<file path="config.mk">
export PLATFORM = sky130hd
export DESIGN_NAME = rollo_ii_ct_unpack
export DESIGN_NICKNAME = d
export VERILOG_FILES = /design/src/rtl/rollo_ii_ct_unpack.sv
export SDC_FILE = /design/constraint.sdc
export NUM_CORES = 1
export LEC_CHECK = 0
export BUFFER_PORTS_ARGS = -buffer_cell sky130_fd_sc_hd__buf_2
export CORE_UTILIZATION = 30
export CTS_BUF_LIST = sky130_fd_sc_hd__clkbuf_8 sky130_fd_sc_hd__clkbuf_16
export DETAILED_ROUTE_END_ITERATION = 8
export RECOVER_POWER = 100
export SKIP_LAST_GASP = 1
export SYNTH_ARGS = -nofsm -noshare
export SYNTH_HDL_FRONTEND = slang
export SYNTH_SLANG_ARGS = --single-unit
</file>
<file path="constraint.sdc">
create_clock -name clk -period 6.45 [get_ports clk]
set_input_delay 1.6125 -clock clk [delete_from_list [all_inputs] [get_ports clk]]
set_output_delay 1.6125 -clock clk [all_outputs]
set_load 0.01 [all_outputs]
</file>
<file path="src/rtl/rollo_ii_ct_unpack.sv">
// rtl/rollo_ii_ct_unpack.sv - ROLLO-II ciphertext word stream to GF(2^m) coefficient unpacker (optional ROLLO_PAD_CHECK_EN)
module rollo_ii_ct_unpack #(
    parameter int M  = 83,
    parameter int N  = 189,
    parameter int W  = 32,
    parameter int NW = 491
) (
    input  logic         clk,
    input  logic         rst_b,
    input  logic         start,
    input  logic [W-1:0] in_data,
    input  logic         in_valid,
    output logic         in_ready,
    output logic         coef_we,
    output logic [7:0]   coef_addr,
    output logic [M-1:0] coef_data,
    output logic         busy,
    output logic         ready,
    output logic         pad_err
);

    // Accumulator only ever accepts a word while holding fewer than M bits,
    // so M-1 + W bits is the most it can hold.
    localparam int ACC_W = M + W - 1;
    localparam int CNT_W = $clog2(M + W);
    localparam int WC_W  = $clog2(NW + 1);

    localparam logic [CNT_W-1:0] M_CNT  = CNT_W'(M);
    localparam logic [CNT_W-1:0] W_CNT  = CNT_W'(W);
    localparam logic [WC_W-1:0]  NW_CNT = WC_W'(NW);
    localparam logic [7:0]       N_IDX  = 8'(N);

`ifdef ROLLO_PAD_CHECK_EN
    // Bit position inside the last word where the padding begins.
    localparam int PAD_LO = N * M - (NW - 1) * W;
`endif

    typedef enum logic [1:0] {IDLE, LOAD, DONE} state_t;

    state_t           state;
    logic [ACC_W-1:0] acc;
    logic [CNT_W-1:0] acc_cnt;
    logic [WC_W-1:0]  word_cnt;
    logic [7:0]       coef_idx;
    logic [ACC_W-1:0] word_ext;

    assign word_ext = {{(ACC_W - W){1'b0}}, in_data};

    // Accept only when no coefficient is pending and the word budget is not spent.
    assign in_ready = (state == LOAD) && (acc_cnt < M_CNT) && (word_cnt != NW_CNT);

`ifndef ROLLO_PAD_CHECK_EN
    assign pad_err = 1'b0;
`endif

    // Load FSM: emit a coefficient whenever M bits are buffered, otherwise pull a word.
    always_ff @(posedge clk) begin
        if (rst_b) begin
            state     <= IDLE;
            acc       <= '0;
            acc_cnt   <= '0;
            word_cnt  <= '0;
            coef_idx  <= '0;
            coef_we   <= 1'b0;
            coef_addr <= '0;
            coef_data <= '0;
            busy      <= 1'b0;
            ready     <= 1'b0;
`ifdef ROLLO_PAD_CHECK_EN
            pad_err   <= 1'b0;
`endif
        end else begin
            coef_we <= 1'b0;
            case (state)
                IDLE, DONE: begin
                    if (start) begin
                        state    <= LOAD;
                        busy     <= 1'b1;
                        ready    <= 1'b0;
                        acc      <= '0;
                        acc_cnt  <= '0;
                        word_cnt <= '0;
                        coef_idx <= '0;
`ifdef ROLLO_PAD_CHECK_EN
                        pad_err  <= 1'b0;
`endif
                    end
                end
                LOAD: begin
                    if (coef_idx == N_IDX) begin
                        // Last coefficient went out the previous cycle; leftover bits are padding.
                        state <= DONE;
                        busy  <= 1'b0;
                        ready <= 1'b1;
                    end else if (acc_cnt >= M_CNT) begin
                        coef_we   <= 1'b1;
                        coef_data <= acc[M-1:0];
                        coef_addr <= coef_idx;
                        acc       <= acc >> M;
                        acc_cnt   <= acc_cnt - M_CNT;
                        coef_idx  <= coef_idx + 8'd1;
                    end else if (in_valid && in_ready) begin
                        acc      <= acc | (word_ext << acc_cnt);
                        acc_cnt  <= acc_cnt + W_CNT;
                        word_cnt <= word_cnt + WC_W'(1);
`ifdef ROLLO_PAD_CHECK_EN
                        if ((word_cnt == NW_CNT - WC_W'(1)) && ((in_data >> PAD_LO) != '0))
                            pad_err <= 1'b1;
`endif
                    end
                end
                default: state <= IDLE;
            endcase
        end
    end

endmodule

</file>
# Yosys cells after proc, flatten, opt, wreduce, memory -nomap -nowiden
# Index checks and enable logic that the tools add are counted.
# op_classes
addsub,4
n_lt_le_gt_ge,2
n_eq_ne,11
n_shift,1
n_mux,29
bitwise,3
reduce_logical,13
# ops
cell,count
two-way mux 114 bit,4
one-hot mux 114 bit (2 select lines),1
OR 114 bit,1
left shift 32 x 7 -> 114 bit,1
two-way mux 9 bit,4
two-way mux 7 bit,4
two-way mux 8 bit,3
one-hot mux 9 bit (2 select lines),1
one-hot mux 8 bit (2 select lines),1
one-hot mux 7 bit (2 select lines),1
"adder 9 x 1 -> 9 bit, second input constant",1
"!= test 9 bit, second input constant",1
"adder 8 x 1 -> 8 bit, second input constant",1
"== test 8 bit, second input constant",1
AND reduction 4 bit,2
"adder 7 x 6 -> 7 bit, second input constant",1
"greater-or-equal comparator 7 bit, second input constant",1
"< comparator 7 bit, second input constant",1
"subtractor 7 bit, second input constant",1
"!= test 2 x 1 -> 1 bit, second input constant",3
"!= test 2 bit, second input constant",3
AND reduction 3 bit,2
two-way mux 1 bit,5
AND reduction 5 bit,1
13 further kinds,18
# totals
register_bits,234
out_inout_bits,96
elab_cells,73

# Longest topological paths before layout
# depth
ltp_word,8
mapped_depth,11

# Least setup slack after synthesis
# Ideal clock, no wire load.
# synth_path
path_type,input to register
start,in in_data[10]
end,reg acc[105]
setup_time_ps,117
arrival_time_ps,3212
required_time_ps,6333
setup_slack_ps,3122
path_stages,6
n_path_buf,0
path_cell_list,mux4_2 mux2_2 a221o_1 a22oi_1 o31ai_1 a22o_1
# synth_via
elab_chain_len,6
# synth_rtl
element,line,source
"start, declared",11,"input logic [W-1:0] in_data,"
left shift 32 x 7 -> 114 bit,103,acc <= acc | (word_ext << acc_cnt);
OR 114 bit,103,
two-way mux 114 bit,102,end else if (in_valid && in_ready) begin
two-way mux 114 bit,95,end else if (acc_cnt >= M_CNT) begin
two-way mux 114 bit,90,if (coef_idx == N_IDX) begin
one-hot mux 114 bit (2 select lines),74,case (state)
"end signal, assigned",99,acc <= acc >> M;
"end signal, assigned",103,
"end, declared",41,logic [ACC_W-1:0] acc;
# No other way between the ends. The select of a mux whose other input is x is not followed.
# A chain may end at the register's enable or synchronous reset.

# Worst setup path after layout
# layout_path
start,reg acc_cnt[3]
end,reg acc_cnt[6]
# layout_via
elab_chain_len,6
word_cells_on_any_way,13
classes_between,add/sub: 2; order compare: 2; eq/ne: 1; mux: 4; reduce/logical: 4
# layout_rtl
element,line,source
"start, declared",42,logic [CNT_W-1:0] acc_cnt;
"start signal, assigned",100,acc_cnt <= acc_cnt - M_CNT;
"start signal, assigned",104,acc_cnt <= acc_cnt + W_CNT;
< comparator 7 bit,50,assign in_ready = (state == LOAD) && (acc_cnt < M_CNT) && (word_cnt != NW_CNT);
logical AND 1 bit (2 in a row),50,
logical AND 1 bit,102,
!= test 3 x 1 -> 1 bit (no source line),--,
AND reduction 4 bit (no source line),--,
# Several ways; a longest one is shown, not always the timed one. The select of a mux whose other input is x is not followed.

==> results.md <==
- Outcome: finished with violations
- Violations in the final reports: capacitance limit, slew limit
- CP Buf/Inv Count: 1
- Max incr delay on CP: roughly 1.2 ns
- Setup Fix Bufs, Post-CTS: 0
- Iteration-0 DRC Markers: 1,047
- Count of pins over their slew limit: 74
- CTS tree: done
- Seq cells post-synth: between 200 and 250
- Clock slew seen by the registers of the worst setup and hold paths: 0.06 ns
- Synth Instances: 1,467
- Diodes inserted: 0
- CP delay by family, top: simple AND/OR/NAND/NOR gates
- Sequential area share after synthesis: 37.99%
- Arrival time worst endpoint: 5.52 ns
- Post-cts sizing count: 0
- Worst path cell trace: or2_0 -> or3_1 -> and3_1 -> a21oi_1 -> clkbuf_1 -> o221ai_1 -> o211a_1
- Setup Crit Path Kind: reg2reg
- Routed wire per std cell: 22.55 um
- Layout cells sized above 1: 11.43%
- WP depth: 7
- Largest net degree at the start of global routing: 91
- Worst EP required: roughly 6.9 ns
- Setup crit end kind: flip-flop
- Worst R2R Path Depth: 7
- CTS sink count: between 200 and 250
- Post-Syn Nets: 1,509
- Async set or reset register ratio after synthesis: 0%
- Row cnt: 73
- CTS max path bufs: 3
- Vias per cell: 5.744
- Starting density of the core: a little under a third
- Crit share post-route: 79.10%
- Worst hold path startpoint: acc[54]
- Hold path depth: 2
- Post-DP HPWL: 33,320 um
- Layout area overhead: 13.65%
- Post-synth EDFFs: 0
- Layout fillers: 4,225
- Shortest period the worst path allows: 5.102 ns
- Final nets: 1,570
- HP Class: reg2reg
- DIE HEIGHT: around 200 um
- TritonRoute pass-1 iters: 6
- Finish-stage setup viols: 0
- Routed Antenna Nets: 0
- Slew headroom: -9.313%
- Post-synthesis cell type count: 84
- CP max-delay cell: clkbuf_1
- Htree depth: 1
- Global Route Usage Sum: 21.94%
- Inserted Clock Buffers: 26
- DR DRC count: 0
- Synthesis warning total: 0
- Overall Power: 3.745 mW
- Worst r2r src: acc_cnt[3]
- Slew @ Worst Pin: 1.623 ns
- Unrepaired setup endpoints after global routing: false
- Root buf cell: clkbuf_16
- Max VDD drop: 0.0001488 V
- Ys flop type: dfxtp_1
- Mean post-synth cell area: ~8.4 um2
- CP Max Fanout: 35
- Final WS setup: 1.348 ns
- Fmax: 0.1960 GHz
- Post-layout util: 34.95%
- Die ar.: between 40,000 and 50,000 um2
- Die X: 204.7 um
- # hold bufs at CTS: 0
- Leakage Power: 4.573 nW
- Port bufs: 130
- Worst setup path start: acc_cnt[3]
- Routability cong.: 0.9896
- Final TNS setup: 0 ns
- Final setup skew: slightly above 0.009 ns
- Synthesized area: 12,330 um2
- Total Wirelength: 46,750 um
- Final hold vios: 0
- Grt ovf: 0
- Vias: 11,910
- Commonest cells after routing, fill and taps aside: nand2_1, dfxtp_1, a21oi_1
- Worst skew pair latency: 0.54 ns
- Max-Cap Viols: 3
- First-pass GRT wire length: 70,320 um
- Core ar.: roughly 40,000 um2
- Setup slack at placement: about 2.4 ns
- CP startpoint kind: flip-flop
- Pwr Density: 267.2 nW/um2
- Most common cell after layout, fill and taps aside: nand2_1
- Number of global-route vias before repair: 11,320
- IO Pins: 132
- Antenna violations before repair: 1
per-layer routing:
metal / global-route usage (%) / up-vias / wire [um]
met5: 0 / - / 15
met4: 9.222 / 2 / 1979
met3: 5.282 / 116 / 4168
met2: 32.43 / 542 / 19850
met1: 30.20 / 5765 / 20740
li1: - / 5483 / -
worst min-delay path, cell delays in order, from the launching register on:
cell and delay, ns:
dfxtp_1 0.31, nand2_1 0.05, nand2_1 0.04
cells in the mapped netlist, types with 9 or more instances:
library cell  instances  area [um2]
a22oi_1              29       217.7
nor2_1               87       326.6
nor2b_1              10       62.56
nand4_1              12       75.07
a22o_1               25       219.0
a21oi_1             139       695.7
a221oi_1             11       96.34
nand2b_1             13       81.33
and3_1                9       56.30
o21ai_1              42       210.2
o211ai_1             16       120.1
mux2_2               30       337.8
inv_1                13       48.80
dfxtp_1             234        4684
buf_2                31       155.2
nand3_1              38       190.2
a31oi_1              24       150.1
o21ai_0              25       125.1
o221ai_1             14       122.6
clkbuf_1             64       240.2
o22ai_1              19       118.9
mux2i_1              53       530.5
mux4_2               34       765.7
nor3_1               10       50.05
nand2_1             311        1167
logic make-up after synthesis:
group | synth area share (%)
xor gates and xnor gates | 1.137
muxes | 13.44
and+or+nand+nor | 19.16
adders and majority gates | 0.6089
buffers and inverters | 4.820
DFF | 37.99
other | 0.03042
AOI/OAI and AO/OA | 22.81
power by group:
part           switching (mW)  internal (mW)  leakage (nW)
clock network           0.617          0.954         0.464
logic                   0.476          0.194          2.22
registers              0.0348           1.47          1.89
total                    1.13           2.62          4.57
area by class of cell:
| cell class | count | area [um2] | share of cell area, % |
|---|---|---|---|
| Multi-Input combinational cell | 1103 | 7019 | 50.09 |
| Sequential cell | 234 | 4691 | 33.48 |
| Clock buffer | 30 | 716.9 | 5.117 |
| Timing Repair Buffer | 147 | 670.6 | 4.786 |
| Tap cell | 525 | 656.9 | 4.688 |
| Clock inverter | 18 | 197.7 | 1.411 |
| Inverter | 16 | 60.06 | 0.4286 |
state kept, by name (all words and copies together), names as in the netlist, 2 cells and up:
signal,cells
coef_data,83
coef_idx,8
state,2
acc,114
acc_cnt,7
word_cnt,9
coef_addr,8
per-stage QoR:
stage               hold slack [ns]  cell area, um2  cells
floorplan                    0.4227           12330   1467
global route                 0.4711           14010   2073
finish                       0.4437           14010   2073
detailed placement           0.4372           13290   2025
global placement             0.4358           13290   2025
CTS                          0.4470           14200   2073
final timing paths:
kind         slack (ns)         end
max                1.35  acc_cnt[6]
min                0.44     acc[54]
max reg2reg        1.35  acc_cnt[6]
min reg2reg        0.44     acc[54]
(Power assumes the default switching activity.)
